**src/rtl/uart_pkg.sv**
```systemverilog
// Shared UART constants: ASCII codes, parser FSM states and a byte classifier.
// Also used by the UART TX formatter.
package uart_pkg;

  localparam logic [7:0] ASCII_0     = 8'h30;
  localparam logic [7:0] ASCII_9     = 8'h39;
  localparam logic [7:0] ASCII_MINUS = 8'h2D;
  localparam logic [7:0] ASCII_COMMA = 8'h2C;
  localparam logic [7:0] ASCII_LF    = 8'h0A;
  localparam logic [7:0] ASCII_CR    = 8'h0D;
  localparam logic [7:0] ASCII_SPACE = 8'h20;

  typedef enum logic [1:0] {
    ST_IDLE   = 2'd0,
    ST_SIGN   = 2'd1,
    ST_DIGITS = 2'd2,
    ST_SKIP   = 2'd3
  } state_e;

  typedef enum logic [2:0] {
    CLS_DIG = 3'd0,
    CLS_NEG = 3'd1,
    CLS_SEP = 3'd2,
    CLS_EOR = 3'd3,
    CLS_SPC = 3'd4,
    CLS_OTH = 3'd5
  } byte_cls_e;

  // Map a received byte to its parser class.
  function automatic byte_cls_e classify(input logic [7:0] b);
    if (b >= ASCII_0 && b <= ASCII_9)       return CLS_DIG;
    else if (b == ASCII_MINUS)              return CLS_NEG;
    else if (b == ASCII_COMMA)              return CLS_SEP;
    else if (b == ASCII_LF || b == ASCII_CR) return CLS_EOR;
    else if (b == ASCII_SPACE)              return CLS_SPC;
    else                                    return CLS_OTH;
  endfunction

endpackage

```
**src/rtl/uart_dec_accum.sv**
```systemverilog
// Decimal accumulator datapath (combinational).
//   acc_i        running unsigned magnitude
//   digit_i      next decimal digit (0-9)
//   neg_i        field carries a leading '-'
//   acc_nxt_c_o  acc*10 + digit, clamped at 2^DATA_W-1
//   data_c_o     signed sample for acc_i, clamped to the DATA_W range
//   sat_c_o      acc_i exceeded the signed limit
module uart_dec_accum #(
  parameter  int unsigned DATA_W = 16,
  localparam int unsigned ACC_W  = DATA_W + 4
) (
  input  logic [ACC_W-1:0]  acc_i,
  input  logic [3:0]        digit_i,
  input  logic              neg_i,
  output logic [ACC_W-1:0]  acc_nxt_c_o,
  output logic [DATA_W-1:0] data_c_o,
  output logic              sat_c_o
);

  localparam logic [ACC_W-1:0] ACC_MAX = {4'b0000, {DATA_W{1'b1}}};
  localparam logic [ACC_W-1:0] POS_LIM = {5'b00000, {(DATA_W-1){1'b1}}};
  localparam logic [ACC_W-1:0] NEG_LIM = {4'b0000, 1'b1, {(DATA_W-1){1'b0}}};

  logic [ACC_W-1:0]  sum;
  logic [ACC_W-1:0]  mag;
  logic [DATA_W-1:0] mag_w;

  // acc never exceeds 2^DATA_W-1, so x10+9 always fits in DATA_W+4 bits.
  always_comb begin
    sum         = (acc_i << 3) + (acc_i << 1) + ACC_W'(digit_i);
    acc_nxt_c_o = (sum > ACC_MAX) ? ACC_MAX : sum;
  end

  // Clamp to the signed range, then negate; "-0" naturally becomes 0.
  always_comb begin
    if (neg_i) begin
      sat_c_o = (acc_i > NEG_LIM);
      mag     = sat_c_o ? NEG_LIM : acc_i;
    end else begin
      sat_c_o = (acc_i > POS_LIM);
      mag     = sat_c_o ? POS_LIM : acc_i;
    end
    mag_w    = mag[DATA_W-1:0];
    data_c_o = neg_i ? DATA_W'(-mag_w) : mag_w;
  end

endmodule

```
**src/rtl/uart_ascii_csv_parser.sv**
```systemverilog
// Parses comma-separated signed decimal records from the UART RX byte stream
// into DATA_W-bit samples with channel index, last-in-record and saturation flags.
//   clk, rst_n          clock, async active-low reset
//   rx_dv_i, rx_byte_i  received byte strobe and data
//   num_*_o / num_ready_i  sample output with valid/ready handshake
//   err_o               pulse on a malformed field or record
//   ovr_o               pulse when a completed sample is dropped (output busy)
module uart_ascii_csv_parser
  import uart_pkg::*;
#(
  parameter  int unsigned DATA_W     = 16,
  parameter  int unsigned MAX_DIGITS = 5,
  parameter  int unsigned NUM_CH     = 4,
  localparam int unsigned CH_W       = (NUM_CH > 1) ? $clog2(NUM_CH) : 1
) (
  input  logic              clk,
  input  logic              rst_n,
  input  logic              rx_dv_i,
  input  logic [7:0]        rx_byte_i,
  output logic              num_valid_o,
  input  logic              num_ready_i,
  output logic [DATA_W-1:0] num_data_o,
  output logic [CH_W-1:0]   num_ch_o,
  output logic              num_last_o,
  output logic              num_sat_o,
  output logic              err_o,
  output logic              ovr_o
);

  localparam int unsigned ACC_W  = DATA_W + 4;
  localparam int unsigned NDIG_W = $clog2(MAX_DIGITS + 1);

  state_e            state_q, state_d;
  logic [ACC_W-1:0]  acc_q, acc_d, acc_src, acc_nxt;
  logic [NDIG_W-1:0] ndig_q, ndig_d;
  logic              neg_q, neg_d;
  logic              trail_q, trail_d;
  logic [CH_W-1:0]   ch_q, ch_d;
  logic              valid_d, last_d, sat_d, err_d, ovr_d;
  logic [DATA_W-1:0] data_d;
  logic [CH_W-1:0]   och_d;
  logic [DATA_W-1:0] smp_data;
  logic              smp_sat;
  logic              complete;
  byte_cls_e         cls;
  logic              sep_ovf;
  logic              dig_full;

  assign cls      = classify(rx_byte_i);
  assign sep_ovf  = (ch_q == CH_W'(NUM_CH - 1));
  assign dig_full = (ndig_q == NDIG_W'(MAX_DIGITS));
  // A new field always starts accumulating from zero.
  assign acc_src  = (state_q == ST_DIGITS) ? acc_q : '0;

  uart_dec_accum #(.DATA_W(DATA_W)) u_accum (
    .acc_i       (acc_src),
    .digit_i     (rx_byte_i[3:0]),
    .neg_i       (neg_q),
    .acc_nxt_c_o (acc_nxt),
    .data_c_o    (smp_data),
    .sat_c_o     (smp_sat)
  );

  // State register.
  always_ff @(posedge clk or negedge rst_n) begin
    if (!rst_n) state_q <= ST_IDLE;
    else        state_q <= state_d;
  end

  // Next-state logic; a SEP on the last channel diverts to SKIP until EOR.
  always_comb begin
    state_d = state_q;
    if (rx_dv_i) begin
      unique case (state_q)
        ST_IDLE: begin
          unique case (cls)
            CLS_DIG: state_d = ST_DIGITS;
            CLS_NEG: state_d = ST_SIGN;
            CLS_SEP: state_d = sep_ovf ? ST_SKIP : ST_IDLE;
            CLS_EOR: state_d = ST_IDLE;
            CLS_SPC: state_d = ST_IDLE;
            default: state_d = ST_SKIP;
          endcase
        end
        ST_SIGN: begin
          unique case (cls)
            CLS_DIG: state_d = ST_DIGITS;
            CLS_SEP: state_d = sep_ovf ? ST_SKIP : ST_IDLE;
            CLS_EOR: state_d = ST_IDLE;
            default: state_d = ST_SKIP;
          endcase
        end
        ST_DIGITS: begin
          unique case (cls)
            CLS_DIG: state_d = (trail_q || dig_full) ? ST_SKIP : ST_DIGITS;
            CLS_SEP: state_d = sep_ovf ? ST_SKIP : ST_IDLE;
            CLS_EOR: state_d = ST_IDLE;
            CLS_SPC: state_d = ST_DIGITS;
            default: state_d = ST_SKIP;
          endcase
        end
        default: begin
          unique case (cls)
            CLS_SEP: state_d = sep_ovf ? ST_SKIP : ST_IDLE;
            CLS_EOR: state_d = ST_IDLE;
            default: state_d = ST_SKIP;
          endcase
        end
      endcase
    end
  end

  // Datapath, channel counter and output-register next values.
  always_comb begin
    acc_d    = acc_q;
    ndig_d   = ndig_q;
    neg_d    = neg_q;
    trail_d  = trail_q;
    ch_d     = ch_q;
    err_d    = 1'b0;
    ovr_d    = 1'b0;
    complete = 1'b0;
    valid_d  = num_valid_o;
    data_d   = num_data_o;
    och_d    = num_ch_o;
    last_d   = num_last_o;
    sat_d    = num_sat_o;

    if (rx_dv_i) begin
      unique case (state_q)
        ST_IDLE: begin
          if (cls == CLS_DIG) begin
            acc_d  = acc_nxt;
            ndig_d = NDIG_W'(1);
          end else if (cls == CLS_NEG) begin
            neg_d = 1'b1;
          end else if (cls == CLS_OTH) begin
            err_d = 1'b1;
          end
        end
        ST_SIGN: begin
          if (cls == CLS_DIG) begin
            acc_d  = acc_nxt;
            ndig_d = NDIG_W'(1);
          end else begin
            err_d = 1'b1;
          end
        end
        ST_DIGITS: begin
          if (cls == CLS_DIG) begin
            if (trail_q || dig_full) begin
              err_d = 1'b1;
            end else begin
              acc_d  = acc_nxt;
              ndig_d = ndig_q + NDIG_W'(1);
            end
          end else if (cls == CLS_SEP || cls == CLS_EOR) begin
            complete = 1'b1;
          end else if (cls == CLS_SPC) begin
            trail_d = 1'b1;
          end else begin
            err_d = 1'b1;
          end
        end
        default: ;
      endcase

      // Channel rule, common to every state.
      if (cls == CLS_SEP) begin
        if (sep_ovf) err_d = 1'b1;
        else         ch_d  = ch_q + CH_W'(1);
      end else if (cls == CLS_EOR) begin
        ch_d = '0;
      end
    end

    // Leaving the field discards the partial value.
    if (state_d == ST_IDLE || state_d == ST_SKIP) begin
      acc_d   = '0;
      ndig_d  = '0;
      neg_d   = 1'b0;
      trail_d = 1'b0;
    end

    if (num_valid_o && num_ready_i) valid_d = 1'b0;

    // Load when the register is free or being drained this cycle; else drop.
    if (complete) begin
      if (!num_valid_o || num_ready_i) begin
        valid_d = 1'b1;
        data_d  = smp_data;
        och_d   = ch_q;
        last_d  = (cls == CLS_EOR);
        sat_d   = smp_sat;
      end else begin
        ovr_d = 1'b1;
      end
    end
  end

  // Datapath and output registers.
  always_ff @(posedge clk or negedge rst_n) begin
    if (!rst_n) begin
      acc_q       <= '0;
      ndig_q      <= '0;
      neg_q       <= 1'b0;
      trail_q     <= 1'b0;
      ch_q        <= '0;
      num_valid_o <= 1'b0;
      num_data_o  <= '0;
      num_ch_o    <= '0;
      num_last_o  <= 1'b0;
      num_sat_o   <= 1'b0;
      err_o       <= 1'b0;
      ovr_o       <= 1'b0;
    end else begin
      acc_q       <= acc_d;
      ndig_q      <= ndig_d;
      neg_q       <= neg_d;
      trail_q     <= trail_d;
      ch_q        <= ch_d;
      num_valid_o <= valid_d;
      num_data_o  <= data_d;
      num_ch_o    <= och_d;
      num_last_o  <= last_d;
      num_sat_o   <= sat_d;
      err_o       <= err_d;
      ovr_o       <= ovr_d;
    end
  end

endmodule

```
**config.mk**
```make
export PLATFORM = sky130hd
export DESIGN_NAME = uart_ascii_csv_parser
export DESIGN_NICKNAME = d
export VERILOG_FILES = /design/src/rtl/uart_pkg.sv /design/src/rtl/uart_dec_accum.sv /design/src/rtl/uart_ascii_csv_parser.sv
export SDC_FILE = /design/constraint.sdc
export NUM_CORES = 1
export LEC_CHECK = 0
export ABC_CLOCK_PERIOD_IN_PS = 4400
export CAP_MARGIN = 20
export CORE_UTILIZATION = 45
export CTS_BUF_LIST = sky130_fd_sc_hd__clkbuf_8
export CTS_CLUSTER_SIZE = 24
export DETAILED_ROUTE_END_ITERATION = 8
export MAX_ROUTING_LAYER = met4
export PLACE_DENSITY_LB_ADDON = 0.3
export SYNTH_ARGS = -nofsm -noshare
export SYNTH_HDL_FRONTEND = slang
export SYNTH_SLANG_ARGS = --single-unit
```
**constraint.sdc**
```tcl
create_clock -name clk -period 4.4 [get_ports clk]
set_clock_uncertainty 0.2 [all_clocks]
set_input_delay 1.32 -clock clk [delete_from_list [all_inputs] [get_ports clk]]
set_output_delay 1.32 -clock clk [all_outputs]
set_load 0.03 [all_outputs]
```
Word level (Yosys, flattened, before mapping)
Cells that the tools add are included.

Register bits: 52. Input bits: 12. Output and inout bits: 23. Word-level logic and storage cells: 136.

$add $sub $neg: 5. Magnitude comparators: 5. Eq/ne operators: 21. Multiplexer cells: 67. Reductions and logical operators: 25.

Operator list (count): $mux 20 (7); $mux 16 (4); $gt 20x16->1 const B (2); $pmux 20 s2 (1); $mux 1 (34); $mux 3 (9); $eq 8x6->1 const B (3); $add 20x20->20 (1); $add 20x4->20 (1); $gt 20x15->1 const B (1); $eq 8x4->1 const B (2); $neg 16->16 (1); $pmux 2 s4 (2); $pmux 2 s3 (2); $reduce_bool 2->1 (6); $mux 2 (5); $reduce_and 5->1 (2); $eq 3x3->1 const B (3); $ge 8x6->1 const B (1); $le 8x6->1 const B (1); $eq 2x2->1 const B (3); $eq 3x2->1 const B (2); $ne 3x1->1 const B (2); $pmux 3 s2 (1); 19 further kinds (27).

Depth between registers and ports, before layout
Word-level depth: 15. Mapped depth: 18. Mapped depth without buffers: 14.

Cells and area by module
A second synthesis with hierarchy kept.

Cell total of the unflattened synthesis: 520. Area, all modules: 4687.0 um^2.

By module, submodules not included: uart_ascii_csv_parser (instances 1, cells an instance 239, area an instance 2775.2 um^2, sequential area each 1301.2 um^2); uart_dec_accum (instances 1, cells an instance 281, area an instance 1911.8 um^2, sequential area each 0.0 um^2).

Least setup slack after synthesis
OpenSTA, ideal clock, no wires.

Path kind: flip-flop to flip-flop. From: reg state_q[0]. To: reg acc_q[11]. Library setup time: 0.138 ns. Arrival time: 4.448 ns. Required time: 4.062 ns. Setup slack: -0.386 ns. Stages on the path, launching flop included: 19. Path buffers: 5. Period minus slack after synthesis: 4.786 ns. Cells stage by stage: dfrtp_1 > clkbuf_1 > nand2b_1 > clkbuf_1 > clkbuf_1 > buf_1 > nor2_1 > ha_1 > ha_1 > fa_1 > a21oi_2 > o211ai_2 > o41a_1 > nor4b_4 > or4_1 > a221o_1 > buf_6 > nor3_2 > o22ai_1.

Cells in the longest elaborated chain, start to end: 11. Elaborated cells between the ends (all ways): 26. Those cells by class: 2 x add/sub; 1 x order compare; 6 x eq/ne; 10 x mux; 7 x reduce/logical.

RTL lines: start: declaration (line uart_ascii_csv_parser.sv:33) `state_e state_q, state_d;`; start signal: assignment (line uart_ascii_csv_parser.sv:67) `else state_q <= state_d;`; $eq 2x2->1 (line uart_ascii_csv_parser.sv:53, uart_ascii_csv_parser.sv:74, uart_ascii_csv_parser.sv:130); $mux 20 (line uart_ascii_csv_parser.sv:53) `assign acc_src = (state_q == ST_DIGITS) ? acc_q : '0;`; $add 20x20->20 (line uart_dec_accum.sv:30) `sum = (acc_i << 3) + (acc_i << 1) + ACC_W'(digit_i);`; $add 20x4->20 (line uart_dec_accum.sv:30); $gt 20x16->1 (line uart_dec_accum.sv:31) `acc_nxt_c_o = (sum > ACC_MAX) ? ACC_MAX : sum;`; $mux 20 (line uart_dec_accum.sv:31); $mux 20 (line uart_ascii_csv_parser.sv:151) `if (trail_q || dig_full) begin`; $mux 20 (line uart_ascii_csv_parser.sv:150) `if (cls == CLS_DIG) begin`; $pmux 20 s2 (line uart_ascii_csv_parser.sv:130) `unique case (state_q)`; $mux 20 (line uart_ascii_csv_parser.sv:129) `if (rx_dv_i) begin`; $mux 20 (line uart_ascii_csv_parser.sv:178) `if (state_d == ST_IDLE || state_d == ST_SKIP) begin`; end signal: assignment (line uart_ascii_csv_parser.sv:204) `acc_q <= '0;`; end signal: assignment (line uart_ascii_csv_parser.sv:217) `acc_q <= acc_d;`; end: declaration (line uart_ascii_csv_parser.sv:34) `logic [ACC_W-1:0] acc_q, acc_d, acc_src, acc_nxt;`.

Parallel ways exist; a longest one is shown, timed or not. The select of a mux whose other input is x is not followed. A chain may end at the register's enable or synchronous reset.

Worst setup path in the final report
From: in rx_byte_i[2]. To: reg acc_q[5].

Cells in the longest elaborated chain, start to end: 15. Elaborated cells between the ends (all ways): 44. Those cells by class: 1 x add/sub; 3 x order compare; 13 x eq/ne; 18 x mux; 9 x reduce/logical.

RTL lines: start: declaration (line uart_ascii_csv_parser.sv:19) `input logic [7:0] rx_byte_i,`; branches (longest 15 deep; another with $add 20x4->20).

Several ways; the timed one is not identified. The select of a mux whose other input is x is not followed.

==> metrics.md <==
| Metric | Value |
|---|---|
| I/O pin total | 35 |
| Vias | 4044 |
| Tot Pwr | 0.000946 W |
| Hold buffers post-CTS | 0 |
| # H-tree levels | 2 |
| Synth Flop Type | dfrtp_1 |
| Final worst-path setup slack | 82.5 ps |
| CP Data Required Time | 4380 ps |
| Int Pwr | 0.000677 W |
| Combinational family with the most area after synthesis | compound AO/OA/AOI/OAI gates |
| Initial Util | 0.466 |
| Ant diodes | 0 |
| Total GRT Usage | 0.230 |
| Top cells by count, synth | dfrtp_1 (52), nand2_1 (51), nor2_1 (45), ha_1 (38), o21ai_0 (34) |
| Net Sw Power | 0.000269 W |
| CP peak stage delay | 430 ps |
| Asr flop ratio synth | 1.00 |
| Largest fanout on the critical path | 8 |
| VDD IR max | 0.112 mV |
| Area occupied by multi-input gates | 2940 um^2 |
| Clock slew at reported path FFs | 90 ps |
| Final hold slack | 283 ps |
| TritonCTS clock tree | done |
| Flop pwr share | 0.516 |
| Max Freq | 232 MHz |
| PortBufs | 34 |
| Fin. max-slew vios | 0 |
| Most used cell, CP | ha_4 |
| DRT iter0 DRCs | 250 |
| Final setup fails | 0 |
| GR Overflow Total | 0 |
| Top cell type's share of synthesized area | 0.303 |
| Combinational share of power | 0.178 |
| ANT nets after route | 0 |
| Row count | 35 |
| Number of global-route vias before repair | 3722 |
| YS warnings | 0 |
| Crit path DAT | 4290 ps |
| Reg2Reg Depth | 14 |
| Die area | 9950 um^2 |
| Cell Pwr Density | 179 nW/um^2 |
| Worst-Skew Late Latency | 310 ps |
| WP buf/inv | 2 |
| Initial antenna violation count | 0 |
| Fin util | 0.571 |
| Delay-heaviest family, CP | compound AO/OA/AOI/OAI gates |
| Leak Pwr | 2.39 nW |
| CTS max path bufs | 2 |
| First-pass GRT wire length | 18100 um |
| Post-Syn Area | 4300 um^2 |
| Area leader, netlist | dfrtp_1 |
| Die Wd | 99.8 um |
| Rel. slew slack | 0.565 |
| Die Y | 99.8 um |
| Top-count cell post-synth | dfrtp_1 |
| P&R area growth vs syn | 22.7% |
| Nets | 621 |
| Gpl congestion | 0.923 |
| Met3 Routed Length | 458 um |
| Worst Setup End Kind | register |
| Max Used Layer | met4 |
| Post-synthesis compound-gate area fraction | 0.244 |
| CTS root buf | clkbuf_8 |
| Worst Tran Pin Value | 653 ps |
| Synth Register Bits | 52 |
| Fillers | 826 |
| Simple-Gate Fraction of Synth Area | 0.242 |
| Main area contributors after synthesis | dfrtp_1 (30%), ha_1 (11%), nand2_1 (4.5%) |
| Hold Path Depth | 2 |
| Maxcap violations | 0 |
| Clock Sinks | 52 |
| XOR/XNOR Fraction of Synth Area | 0.0425 |
| Place WS | -649 ps |
| Core Region | 9240 um^2 |
| DRC viols | 0 |
| CP max stage cell | o41a_1 |
| First drt pass iteration count | 4 |
| DRT Wirelength | 10500 um |
| CP cell instances | buf_6 > ha_4 > ha_4 > fa_2 > a21oi_2 > o211ai_2 > o41a_1 > nor4b_4 > or4_1 > a221o_2 > clkbuf_16 > nor3_4 > o22ai_1 |
| Synth unique cells | 70 |
| Vias/cell | 5.78 |
| Final TNS setup | 0 ps |
| Post-synthesis mux area share | 0.00233 |
| Outcome | completed |
| FF+latch area | 1300 um^2 |
| Adder-cell share of the synthesized area | 0.115 |
| Syn_area_per_cell | 8.29 um^2 |
| Pin count of the biggest net entering global routing | 34 |
| Synthesized instance count | 519 |
| Worst setup path category | input port to register |
| Wire length on met1 | 4960 um |
| Min cycle time layout | 4320 ps |
| Worst min path class | register to register |
| Post-synth EDFFs | 0 |
| Period Utilization, post-route | 0.981 |
| Met2 wire len | 4930 um |
| Layout cell share with drive strength beyond 1 | 0.152 |
| Clock power share | 0.305 |
| Post-DP HPWL | 8220 um |
| CP startpoint kind | input port |
| Syn Nets | 570 |
| Final Hold Viols | 0 |
| Clock buffer count from CTS | 5 |
| Register area share after synthesis | 0.303 |
| Average wire per standard cell | 15.0 um |
| Levels on crit path | 13 |
| Sw Ratio | 0.284 |
[timing repair]
action,in CTS,in global routing
gates resized for setup,28,14
buffers inserted,3,1
setup endpoints to repair,16,16
gates cloned,1,0
pin swaps,12,9
[logic make-up (layout without fill, tap and decap cells)]
group	Yosys count	count (layout)
simple gates	196	196
compound gates	157	157
buf+inv	54	106
flops	52	52
fa+ha+maj	39	39
xor+xnor	20	20
mux	1	1
[area by class of cell]
class | instances | area share
inverters | 29 | 0.0206
multi-input cells | 413 | 0.558
repair buffers | 69 | 0.126
clock inverters | 2 | 0.00284
well taps | 129 | 0.0306
clock buffers | 6 | 0.0156
flip-flops and latches | 52 | 0.246
[cells in the final DEF, fill, tap and decap left out, types with 3 or more instances in the layout]
master	Yosys	final
nor4_1	5	5
a311oi_1	4	4
o21ai_0	34	33
a21o_1	8	8
o22ai_1	17	17
a31oi_1	9	9
nor3_4	0	8
nor2_1	45	43
and2_1	6	6
clkdlybuf4s50_1	0	30
clkbuf_8	0	6
o31ai_1	6	6
dfrtp_1	52	52
a21oi_1	26	26
nor2b_1	6	5
nand3_1	19	19
xnor2_1	14	13
nor3_2	10	7
xor2_1	5	5
buf_4	1	30
inv_1	28	28
and3_1	9	8
nor3_1	18	13
o21a_1	5	5
o221ai_1	3	3
ha_4	0	4
nand2_1	51	51
o211ai_1	7	7
o21ai_1	7	8
a211oi_1	5	4
or3_1	4	4
buf_12	0	4
nand4_1	5	5
ha_1	38	34
[power by group through the flow]
stage	combinational (W)	clock [W]	sequential (W)
5_1_grt	0.000184	0.000309	0.000489
4_1_cts	0.000167	0.000293	0.000488
6_report	0.000169	0.000289	0.000488
2_1_floorplan	0.0000816	0	0.000505
3_5_place_dp	0.000162	0	0.000498
3_3_place_gp	0.000158	0	0.000497
[state kept, by name (all words and copies together), names as in the netlist]
register,cells
neg_q,1
state_q,2
acc_q,20
trail_q,1
num_ch_o,2
ndig_q,3
ch_q,2
num_last_o,1
num_valid_o,1
num_sat_o,1
ovr_o,1
err_o,1
num_data_o,16
[routing by layer]
layer | global-route usage | vias up
met5 | - | -
met2 | 0.368 | 114
met1 | 0.314 | 1888
li1 | - | 2027
met4 | 0.0554 | 0
met3 | 0.0237 | 15
[tightest hold or removal path: stages, from the launching register on]
cell	delay [ps]
dfrtp_1	350
nand2_1	40
o21ai_0	50
[final timing paths]
kind	slack (ps)	end	start
max reg2reg	290	acc_q[5]	state_q[0]
min reg2reg	280	num_data_o[0]	num_data_o[0]
max in group asynchronous	2660	ndig_q[1]	rst_n
min in group asynchronous	790	acc_q[19]	rst_n
min	280	num_data_o[0]	num_data_o[0]
max	80	acc_q[5]	rx_byte_i[2]
[per-stage QoR]
step           cell area, um^2  std cells
3_3_place_gp              4960        686
6_report                  5280        700
4_1_cts                   5230        699
3_5_place_dp              4980        687
5_1_grt                   5280        700
2_1_floorplan             4340        519
Note: power is estimated with default switching activity, not from simulation.
==> RTL edit (same flow settings) <==
`NUM_CH`: 4 -> 8.
--- a/src/rtl/uart_ascii_csv_parser.sv
+++ b/src/rtl/uart_ascii_csv_parser.sv
@@ -11,5 +11,5 @@
   parameter  int unsigned DATA_W     = 16,
   parameter  int unsigned MAX_DIGITS = 5,
-  parameter  int unsigned NUM_CH     = 4,
+  parameter  int unsigned NUM_CH     = 8,
   localparam int unsigned CH_W       = (NUM_CH > 1) ? $clog2(NUM_CH) : 1
 ) (
Ports: changed (resized num_ch_o); port bits go from 35 to 36. The function was not compared with the original's and may differ.
==> RTL edit against the original RTL <==
Final area fell by 3.1%. Sequential cell count rose by 2. First-iteration DRC count fell by 12%. Power rose by 0.82%. Synthesized area rose by 2.7%. Maximum frequency rose by 0.92%. Wire length rose by 8.3%. Critical path type unchanged. Non-clock buffer count fell by 6. Critical path depth fell by 1. Worst setup slack improved by 39 ps.
==> RTL edit: results (changes against the original RTL) <==
CTS
  • Root Driver: clkbuf_8
  • Clk Latency, worst-skew pair: 320 ps
  • Clk pin slew, worst setup/hold paths: 110 ps (+20 ps)
  • Post-CTS Setup Inserts: 0 (-3)
  • TritonCTS buffer count: 5 (unchanged)
  • H-Tree Depth: 2 (unchanged)
  • Post-CTS sizing: 0 (-100%)
  • CTS max path bufs: 2 (unchanged)

Detailed routing
  • DR iter-0 viols: 219 (-12%)
  • DRT Wirelength: 11.4 mm (+8.3%)
  • Routed wire per std cell: 16.8 um (+12%)
  • Drt first pass iters: 5 (+1)
  • Vias per cell: 5.99 (+3.7%)

Global route
  • Vias in the first global route: 3908 (+5.0%)
  • Largest net degree at the start of global routing: 32 (-5.9%)
  • First-pass GRT wire length: 18.9 mm (+4.7%)
  • Gr usage total: 24.2% (+1.2 points)
  • Initial antenna violation count: 0 (unchanged)

Power
  • Lkg Pwr: 2.40 nW (+0.40%)
  • Maximum VDD drop: 156 uV (+39%)

Yosys
  • Synth unique cells: 74 (+5.7%)
  • Async SR Flop Fraction: 100% (unchanged)
  • Yosys reg bits: 54 (+3.8%)
  • Yosys Warn Count: 0 (unchanged)
  • Seq/Total Area, Yosys: 30.6% (+0.34 points)
  • Most used DFF post-synth: dfrtp_1
  • Syn Nets: 555 (-2.6%)
  • Synth top area cells: dfrtp_1 (31%), ha_1 (11%), nand2_1 (5.1%)
  • Cells after synthesis: 503 (-3.1%)
  • Synth top cells by count: nand2_1 (60), dfrtp_1 (54), ha_1 (39)

Placement
  • Pre-CTS WS: -181 ps (+468 ps)
  • Placed instance area: 5020 sq um (+0.78%)
  • Placed Cells: 668 (-2.8%)
  • Buffers on Ports: 35 (+2.9%)
  • Final HPWL DP: 8.90 mm (+8.4%)
  • Gpl congestion: 0.976 (+5.7%)

Cells and area
  • Biggest regs: acc_q: 20 flops, num_data_o: 16 flops
  • Antenna fix cells: 0 (unchanged)
  • # nets final: 598 (-3.7%)
  • Fraction of layout cells with a size suffix above 1: 13.9% (-1.3 points)

Critical path
  • Worst-path maximum fanout: 16 (+8)
  • Critical Path AT: 4270 ps (-20 ps)

Run status
  • Status: finished, final reports clean

Timing
  • Rel. slew slack: 48.5% (-8.0 points)

Worst hold path
  • Worst Hold Class: flop to flop
[RTL edit: cell types whose count changed after synthesis, sizes merged, moves of 8 or more]
cell / change
a21oi: +8
and2: +8
inv: -16
nand2: +8
nor2: -11
nor3: -13
o21ai: -13
o221a: +16
o22ai: -15
[RTL edit: layer usage]
layer,routed length [um],up-vias,track usage (%)
met3,342,22,2.50
met4,276,0,8.47
met5,0,-,-
met2,5330,111,38.4
met1,5420,1936,32.2
li1,-,1979,-
[RTL edit: cell type report]
class,instances,area (sq um)
fill,889,4260
multi-input combinational,410,2880
sequential,54,1350
timing repair buffer,63,581
tap,129,161
clock buffer,5,68.8
inverter,12,45.0
clock inverter,3,23.8
[RTL edit: logic make-up after synthesis]
family	Yosys count	synth area share, %
AOI/OAI and AO/OA	151	25.6
muxes	2	0.481
xor gates and xnor gates	22	4.79
DFF	54	30.6
buffers and inverters	39	4.13
adders and majority gates	40	11.5
and+or+nand+nor	195	22.9
[RTL edit: final timing paths]
path | startpoint | end | slack (ps) | cells past startpoint
max in group asynchronous | rst_n | acc_q[5] | 2380 | 2
min | num_data_o[4] | num_data_o[4] | 280 | 2
max reg2reg | state_q[0] | acc_q[9] | 340 | 13
max | rx_byte_i[3] | acc_q[9] | 120 | 12
min in group asynchronous | rst_n | num_data_o[4] | 810 | 1
min reg2reg | num_data_o[4] | num_data_o[4] | 280 | 2
[RTL edit: critical path: stages]
cell and delay, ps:
clkdlybuf4s50_1 510, xnor2_1 130, ha_1 290, fa_1 440
a21o_1 210, a221o_1 350, a21boi_2 170, a21oi_1 100
xnor2_1 140, o2111ai_1 130, buf_4 220, o221a_2 260
[RTL edit: power breakdown]
group,internal [mW],switching [mW]
Combinational,0.0595,0.0982
Clock,0.114,0.176
Sequential,0.501,0.00545
Total,0.674,0.279
